<file path="config.mk">
export PLATFORM = sky130hd
export DESIGN_NAME = dmem_arbiter
export DESIGN_NICKNAME = d
export VERILOG_FILES = /design/src/rtl/dmem_arbiter.sv
export SDC_FILE = /design/constraint.sdc
export NUM_CORES = 1
export LEC_CHECK = 0
export ABC_AREA = 1
export CAP_MARGIN = 0
export CORE_MARGIN = 5
export CORE_UTILIZATION = 41
export DETAILED_ROUTE_END_ITERATION = 6
export PLACE_DENSITY_LB_ADDON = 0.05
export SETUP_SLACK_MARGIN = 0.5
export SKIP_LAST_GASP = 1
export SYNTH_ARGS = -nofsm -noshare
export SYNTH_HDL_FRONTEND = slang
export SYNTH_SLANG_ARGS = --single-unit
</file>
<file path="constraint.sdc">
create_clock -name clock -period 1.67 [get_ports clock]
set_clock_uncertainty 0.1 [all_clocks]
set_input_delay 0.167 -clock clock [delete_from_list [all_inputs] [get_ports clock]]
set_output_delay 0.167 -clock clock [all_outputs]
set_load 0.01 [all_outputs]
</file>
<file path="src/rtl/dmem_arbiter.sv">
// dmem_arbiter: serialises CPU load/store and UART-loader accesses onto the single data memory port.
// Define DMEM_ARB_RR_EN for round-robin arbitration; otherwise the loader always wins a tie.
module dmem_arbiter #(
  parameter int DATA_W = 32,
  parameter int ADDR_W = 32
) (
  input  logic              clock,
  input  logic              reset,
  input  logic              cpu_req,
  input  logic              cpu_we,
  input  logic [ADDR_W-1:0] cpu_addr,
  input  logic [DATA_W-1:0] cpu_wdata,
  output logic              cpu_gnt,
  output logic              cpu_rvalid,
  output logic [DATA_W-1:0] cpu_rdata,
  output logic              cpu_stall,
  input  logic              ldr_req,
  input  logic              ldr_we,
  input  logic [ADDR_W-1:0] ldr_addr,
  input  logic [DATA_W-1:0] ldr_wdata,
  output logic              ldr_gnt,
  output logic              ldr_rvalid,
  output logic [DATA_W-1:0] ldr_rdata,
  output logic              mem_we,
  output logic [ADDR_W-1:0] mem_addr,
  output logic [DATA_W-1:0] mem_wdata,
  input  logic [DATA_W-1:0] mem_rdata
);
  typedef enum logic [1:0] {IDLE, ISSUE, WAIT_RD} state_t;

  state_t            state_q, state_d;
  logic              win_ldr_q, win_ldr_d;
  logic              mem_we_q, mem_we_d;
  logic [ADDR_W-1:0] mem_addr_q, mem_addr_d;
  logic [DATA_W-1:0] mem_wdata_q, mem_wdata_d;
  logic              cpu_rvalid_q, cpu_rvalid_d;
  logic              ldr_rvalid_q, ldr_rvalid_d;
  logic [DATA_W-1:0] cpu_rdata_q, cpu_rdata_d;
  logic [DATA_W-1:0] ldr_rdata_q, ldr_rdata_d;
  logic              pick_ldr;
  logic [ADDR_W-1:0] sel_addr;

`ifdef DMEM_ARB_RR_EN
  // Pointer names the port favoured on a tie; it flips away from whoever was just granted.
  logic rr_ldr_q, rr_ldr_d;

  always_comb begin
    pick_ldr = ldr_req & (~cpu_req | rr_ldr_q);
    rr_ldr_d = rr_ldr_q;
    if (state_q == ISSUE) rr_ldr_d = ~win_ldr_q;
  end

  always_ff @(posedge clock) begin
    if (!reset) rr_ldr_q <= 1'b0;
    else        rr_ldr_q <= rr_ldr_d;
  end
`else
  always_comb pick_ldr = ldr_req;
`endif

  assign sel_addr = pick_ldr ? ldr_addr : cpu_addr;

  always_comb begin
    state_d      = state_q;
    win_ldr_d    = win_ldr_q;
    mem_we_d     = mem_we_q;
    mem_addr_d   = mem_addr_q;
    mem_wdata_d  = mem_wdata_q;
    cpu_rvalid_d = 1'b0;
    ldr_rvalid_d = 1'b0;
    cpu_rdata_d  = cpu_rdata_q;
    ldr_rdata_d  = ldr_rdata_q;
    case (state_q)
      IDLE: begin
        if (cpu_req || ldr_req) begin
          win_ldr_d   = pick_ldr;
          mem_we_d    = pick_ldr ? ldr_we : cpu_we;
          mem_addr_d  = sel_addr & ~ADDR_W'(3);
          mem_wdata_d = pick_ldr ? ldr_wdata : cpu_wdata;
          state_d     = ISSUE;
        end else begin
          mem_we_d = 1'b0;
        end
      end
      ISSUE: begin
        // mem_we_q still holds the recorded op while memory samples the command
        mem_we_d = 1'b0;
        state_d  = mem_we_q ? IDLE : WAIT_RD;
      end
      WAIT_RD: begin
        if (win_ldr_q) begin
          ldr_rdata_d  = mem_rdata;
          ldr_rvalid_d = 1'b1;
        end else begin
          cpu_rdata_d  = mem_rdata;
          cpu_rvalid_d = 1'b1;
        end
        state_d = IDLE;
      end
      default: state_d = IDLE;
    endcase
  end

  always_ff @(posedge clock) begin
    if (!reset) begin
      state_q      <= IDLE;
      win_ldr_q    <= 1'b0;
      mem_we_q     <= 1'b0;
      mem_addr_q   <= '0;
      mem_wdata_q  <= '0;
      cpu_rvalid_q <= 1'b0;
      ldr_rvalid_q <= 1'b0;
      cpu_rdata_q  <= '0;
      ldr_rdata_q  <= '0;
    end else begin
      state_q      <= state_d;
      win_ldr_q    <= win_ldr_d;
      mem_we_q     <= mem_we_d;
      mem_addr_q   <= mem_addr_d;
      mem_wdata_q  <= mem_wdata_d;
      cpu_rvalid_q <= cpu_rvalid_d;
      ldr_rvalid_q <= ldr_rvalid_d;
      cpu_rdata_q  <= cpu_rdata_d;
      ldr_rdata_q  <= ldr_rdata_d;
    end
  end

  assign cpu_gnt    = (state_q == ISSUE) & ~win_ldr_q;
  assign ldr_gnt    = (state_q == ISSUE) &  win_ldr_q;
  assign cpu_rvalid = cpu_rvalid_q;
  assign ldr_rvalid = ldr_rvalid_q;
  assign cpu_rdata  = cpu_rdata_q;
  assign ldr_rdata  = ldr_rdata_q;
  assign mem_we     = mem_we_q;
  assign mem_addr   = mem_addr_q;
  assign mem_wdata  = mem_wdata_q;
  assign cpu_stall  = cpu_req & ~(cpu_gnt & cpu_we) & ~cpu_rvalid;
endmodule
</file>
---- Yosys cells after proc, flatten, opt, wreduce, memory -nomap -nowiden ----
Cells that the tools add are included.
operators by class
  add/sub/neg operators ................... 0
  $mul .................................... 0
  div/mod/pow operators ................... 0
  order comparisons ....................... 0
  equal/unequal tests ..................... 3
  shifts and indexed selects .............. 0
  muxes and demuxes ....................... 10
  bitwise operators ....................... 8
  reductions and logical operators ........ 7
operators with widths
  kind                  number
  $mux W32              2
  $reduce_and A2 Y1     4
  $and A1 B1 Y1         5
  $mux W1               4
  $mux W2               2
  $pmux W2 S2           1
  $not A1 Y1            3
  $eq A2 B1 Y1 const B  1
  $eq A2 B2 Y1 const B  1
  $logic_not A2 Y1      1
  $ne A2 B2 Y1 const B  1
  $pmux W1 S2           1
  $reduce_bool A2 Y1    1
  $logic_or A1 B1 Y1    1
storage, ports and cells
  register bits ........................... 132
  latch bits .............................. 0
  RAM bits ................................ 0
  ROM bits ................................ 0
  input bits .............................. 166
  output and inout port bits .............. 134
  word-level logic and storage cells ...... 37
  memories kept ........................... 0

---- Longest topological paths before layout ----
Gate-level depths: netlist of the first run.
  word-level depth ........................ 6
  depth in mapped cells ................... 8

---- Worst setup path after synthesis of the first run ----
Ideal clock, no wire load.
  path kind ............................... reg-to-reg
  from .................................... reg state_q[1]
  to ...................................... reg mem_addr_q[10], in the netlist mem_addr[10]
  arrival ................................. 1,030 ps
  path slack .............................. 427 ps
  stages on the path, launching flop included .. 8
  buffers on the path ..................... 3
  period minus slack after synthesis ...... 1,243 ps
  path through ............................ dfxtp_1 -> buf_4 -> nor2_4 -> nand2_2 -> buf_6 -> buf_6 -> nor2_1 -> nor2_1
between the ends
  longest elaborated chain between the ends .. 2
RTL lines
  item                                RTL line  RTL
  start: declaration                  31        state_t state_q, state_d;
  start signal: assignment            116       state_q <= state_d;
  $logic_not A2 Y1                    73        case (state_q)
  $reduce_and A2 Y1 (no source line)  -
  end signal: assignment              119       mem_addr_q <= mem_addr_d;
  end: declaration                    34        logic [ADDR_W-1:0] mem_addr_q, mem_addr_d;
Every way passes these cells.
A chain may end at the register's enable or synchronous reset.

---- Final worst setup path of the first run ----
  from .................................... reg cpu_rvalid_q, in the netlist cpu_rvalid
  to ...................................... out cpu_stall
between the ends
  longest elaborated chain between the ends .. 2
RTL lines
  item                      RTL line  RTL
  start: declaration        36        logic cpu_rvalid_q, cpu_rvalid_d;
  start signal: assignment  121       cpu_rvalid_q <= cpu_rvalid_d;
  $not A1 Y1                137       assign cpu_stall = cpu_req & ~(cpu_gnt & cpu_we) & ~cpu_rvalid;
  $and A1 B1 Y1             137
  end: declaration          16        output logic cpu_stall,
Every way passes these cells.

==> results.cfg, run 1 <==
[global_routing]
track_usage = 0.213
grt_antenna_before_repair = 0
grt_pass1_wl_microns = 30300
gr-total-overflow = 0
grt_max_degree = 65
grt_pass1_vias = 6094

[clock_network]
cts_tree = done
clock_sink_count = 132
clock_latency_ns = 0.40
cts.clk_slew.worst_paths_ns = 0.05
htreeDepth = 4
cts_buffers = 17
clockBufferDepth = 2
clockRootBuffer = clkbuf_16
hold_buffers = 0

[setup_path]
required_ns = 1.40
slowest_stage = dfxtp_2
worst-setup-path-type = flip-flop to output port
cp_max_fo = 2
start_kind = flip-flop
arrival_ns = 1.17
end_kind = output port
critPathMaxStageDelay_ns = 0.32
path_cells = or2_4, a21oi_2, buf_2

[placement]
hpwlAfterDp_microns = 13900
port_buffers = 293
gp_congestion = 0.792
place_worst_setup_slack_ns = -0.202

[die]
rows = 44
initial_core_util = 0.418
core_area_sq_um = 14500
ios = 300
dieArea_sq_um = 17400
die_width_microns = 132
die_y_microns = 132

[power]
p_switching_w = 0.00239
p_int_w = 0.00681
p_seq_frac = 0.385
power_density_nw_per_um2 = 952
p_clk_frac = 0.395
p_leak_nw = 4.95
swShare = 0.260
peakVddDrop_uv = 749
comb_power_share = 0.220

[sta]
min_period_ns = 1.44
rsz0062_at_grt = yes
tns_ns = 0
slew_viol_final = 0
fin_crit_sh = 0.862
fmax_mhz = 695
hold_viol = 0
fin_ws_ns = 0.230
finalSetupViolCount = 0

[synth]
synth_cells = 977
synth_top_area_frac = 0.435
synth.area.top_cells = dfxtp_1 43%, nand2_1 26%, nor2_1 12%
synth_top_area_cell = dfxtp_1
syn_avg_cell_area_sq_um = 6.22
syn-cell-area_sq_um = 6080
ys_ff_latch = 132
yosysSeqAreaShare = 0.435
ys_types = 20
ys_warn_count = 0

[finish]
utilization = 0.665
num_antenna_cells = 0
syn2layout_area_growth_pct = 58.8
mostFrequentLayoutCell = nand2_1
final_layout_size_suffix_gt1_frac = 0.222
final_cell_mix = 414 x nand2_1, 191 x nor2_1, 159 x clkdlybuf4s50_1
finalNetCount = 1428

[route]
ant_nets = 0
wl_per_cell_microns = 13.7
viasPerCell = 4.52
dr.first_iter.drc_count = 298
drc = 0
vias = 6576
firstDrtPassIters = 5
totalWireLength_microns = 20000

[flow_run]
max-cap-violations = 0

[status]
status = complete, no violations

[min_path]
hold_path_class = primary input to flip-flop
==> kinds of logic after synthesis <==
kind of cell / count (synthesis) / share of synthesized area
AO/OA/AOI/OAI: 34 / 0.0280
flip-flops: 132 / 0.435
buffers and inverters: 163 / 0.119
other: 1 / 0.000617
AND/OR/NAND/NOR: 647 / 0.417
==> per-layer routing <==
metal / global-route usage / routed length, microns / up-vias
met5: 0 / 0 / -
li1: - / - / 3476
met4: 0.0977 / 667 / 0
met3: 0.0794 / 1680 / 37
met2: 0.364 / 9900 / 209
met1: 0.234 / 7710 / 2854
==> per-stage QoR <==
| step | instances | hold slack, ns | cell area [sq um] | total power, W |
|---|---|---|---|---|
| after floorplan | 978 | 0.202 | 6100 | 0.00453 |
| after global placement | 1415 | 0.338 | 9150 | 0.00558 |
| after detailed placement | 1415 | 0.351 | 9150 | 0.00560 |
| after CTS | 1445 | 0.0790 | 9190 | 0.00910 |
| after global routing | 1455 | 0.119 | 9660 | 0.00968 |
| final | 1455 | 0.0974 | 9660 | 0.00920 |
==> registers in the layout, summed over array words and instances (netlist names) <==
register	flops
cpu_rdata	32
ldr_rdata	32
mem_wdata	32
mem_addr	30
state_q	2
cpu_rvalid	1
ldr_rvalid	1
mem_we	1
win_ldr_q	1
==> cell usage after synthesis (all sizes together) <==
cell and number:
nor3 1, inv 100, nand3 3, nand2 416, conb 1, buf 48
nand4 32, a21oi 34, nor2 194, or2 1, dfxtp 132, clkbuf 15
==> cell type report <==
| cell class | instances | area, sq um |
|---|---|---|
| Fill cell | 1363 | 4870 |
| Timing Repair Buffer | 328 | 2970 |
| Multi-Input combinational cell | 683 | 2760 |
| Sequential cell | 132 | 2740 |
| Clock buffer | 22 | 464 |
| Inverter | 100 | 388 |
| Tap cell | 184 | 230 |
| Clock inverter | 6 | 105 |
==> what timing repair did <==
action / 4_1_cts / 5_1_grt
resized for setup: 565 / 115
endpoints found under the setup margin: 261 / 215
gates cloned: 0 / 7
buffers inserted: 2 / 3
pin swaps: 3 / 1
==> critical path: cells and delay by family (launching register included) <==
family | cells | cell delay (ns)
AO/OA/AOI/OAI | 1 | 0.09
flip-flops | 1 | 0.32
AND/OR/NAND/NOR | 1 | 0.22
buffers and inverters | 1 | 0.14
==> path summary, 6_finish.rpt <==
| check | slack, ns | cells past startpoint | startpoint | end |
|---|---|---|---|---|
| setup / recovery | 0.23 | 3 | cpu_rvalid$_SDFF_PN0_ | cpu_stall |
| hold / removal | 0.1 | 3 | reset | cpu_rvalid$_SDFF_PN0_ |
| setup reg to reg | 0.29 | 7 | state_q[1]$_SDFFE_PN0P_ | mem_addr[8]$_SDFFE_PN0P_ |
| hold reg to reg | 0.35 | 2 | ldr_rdata[4]$_SDFFE_PN0P_ | ldr_rdata[4]$_SDFFE_PN0P_ |
==> power groups by stage <==
stage               combinational (W)  clock (W)  sequential (W)
floorplan                    0.000851          0         0.00367
global placement              0.00203          0         0.00356
detailed placement            0.00203          0         0.00357
CTS                           0.00188    0.00372         0.00351
global route                  0.00225    0.00386         0.00357
finish                        0.00202    0.00363         0.00355
Power figures use the tool's default switching activity.
==> inputs of run 2 (changes only) <==
--- a/config.mk
+++ b/config.mk
@@ -9,6 +9,7 @@
 export CAP_MARGIN = 0
 export CORE_MARGIN = 5
 export CORE_UTILIZATION = 41
+export CTS_CLUSTER_DIAMETER = 80
 export DETAILED_ROUTE_END_ITERATION = 6
 export PLACE_DENSITY_LB_ADDON = 0.05
 export SETUP_SLACK_MARGIN = 0.5
==> results of run 2 <==
No change in the layout: final DEF, timing and power equal those of run 1.
==> inputs of run 3 (changes only) <==
--- a/config.mk
+++ b/config.mk
@@ -11,6 +11,7 @@
 export CORE_UTILIZATION = 41
 export CTS_CLUSTER_DIAMETER = 80
 export DETAILED_ROUTE_END_ITERATION = 6
+export GPL_TIMING_DRIVEN = 1
 export PLACE_DENSITY_LB_ADDON = 0.05
 export SETUP_SLACK_MARGIN = 0.5
 export SKIP_LAST_GASP = 1
==> results of run 3 <==
No change in the layout: final DEF, timing and power equal those of run 1.
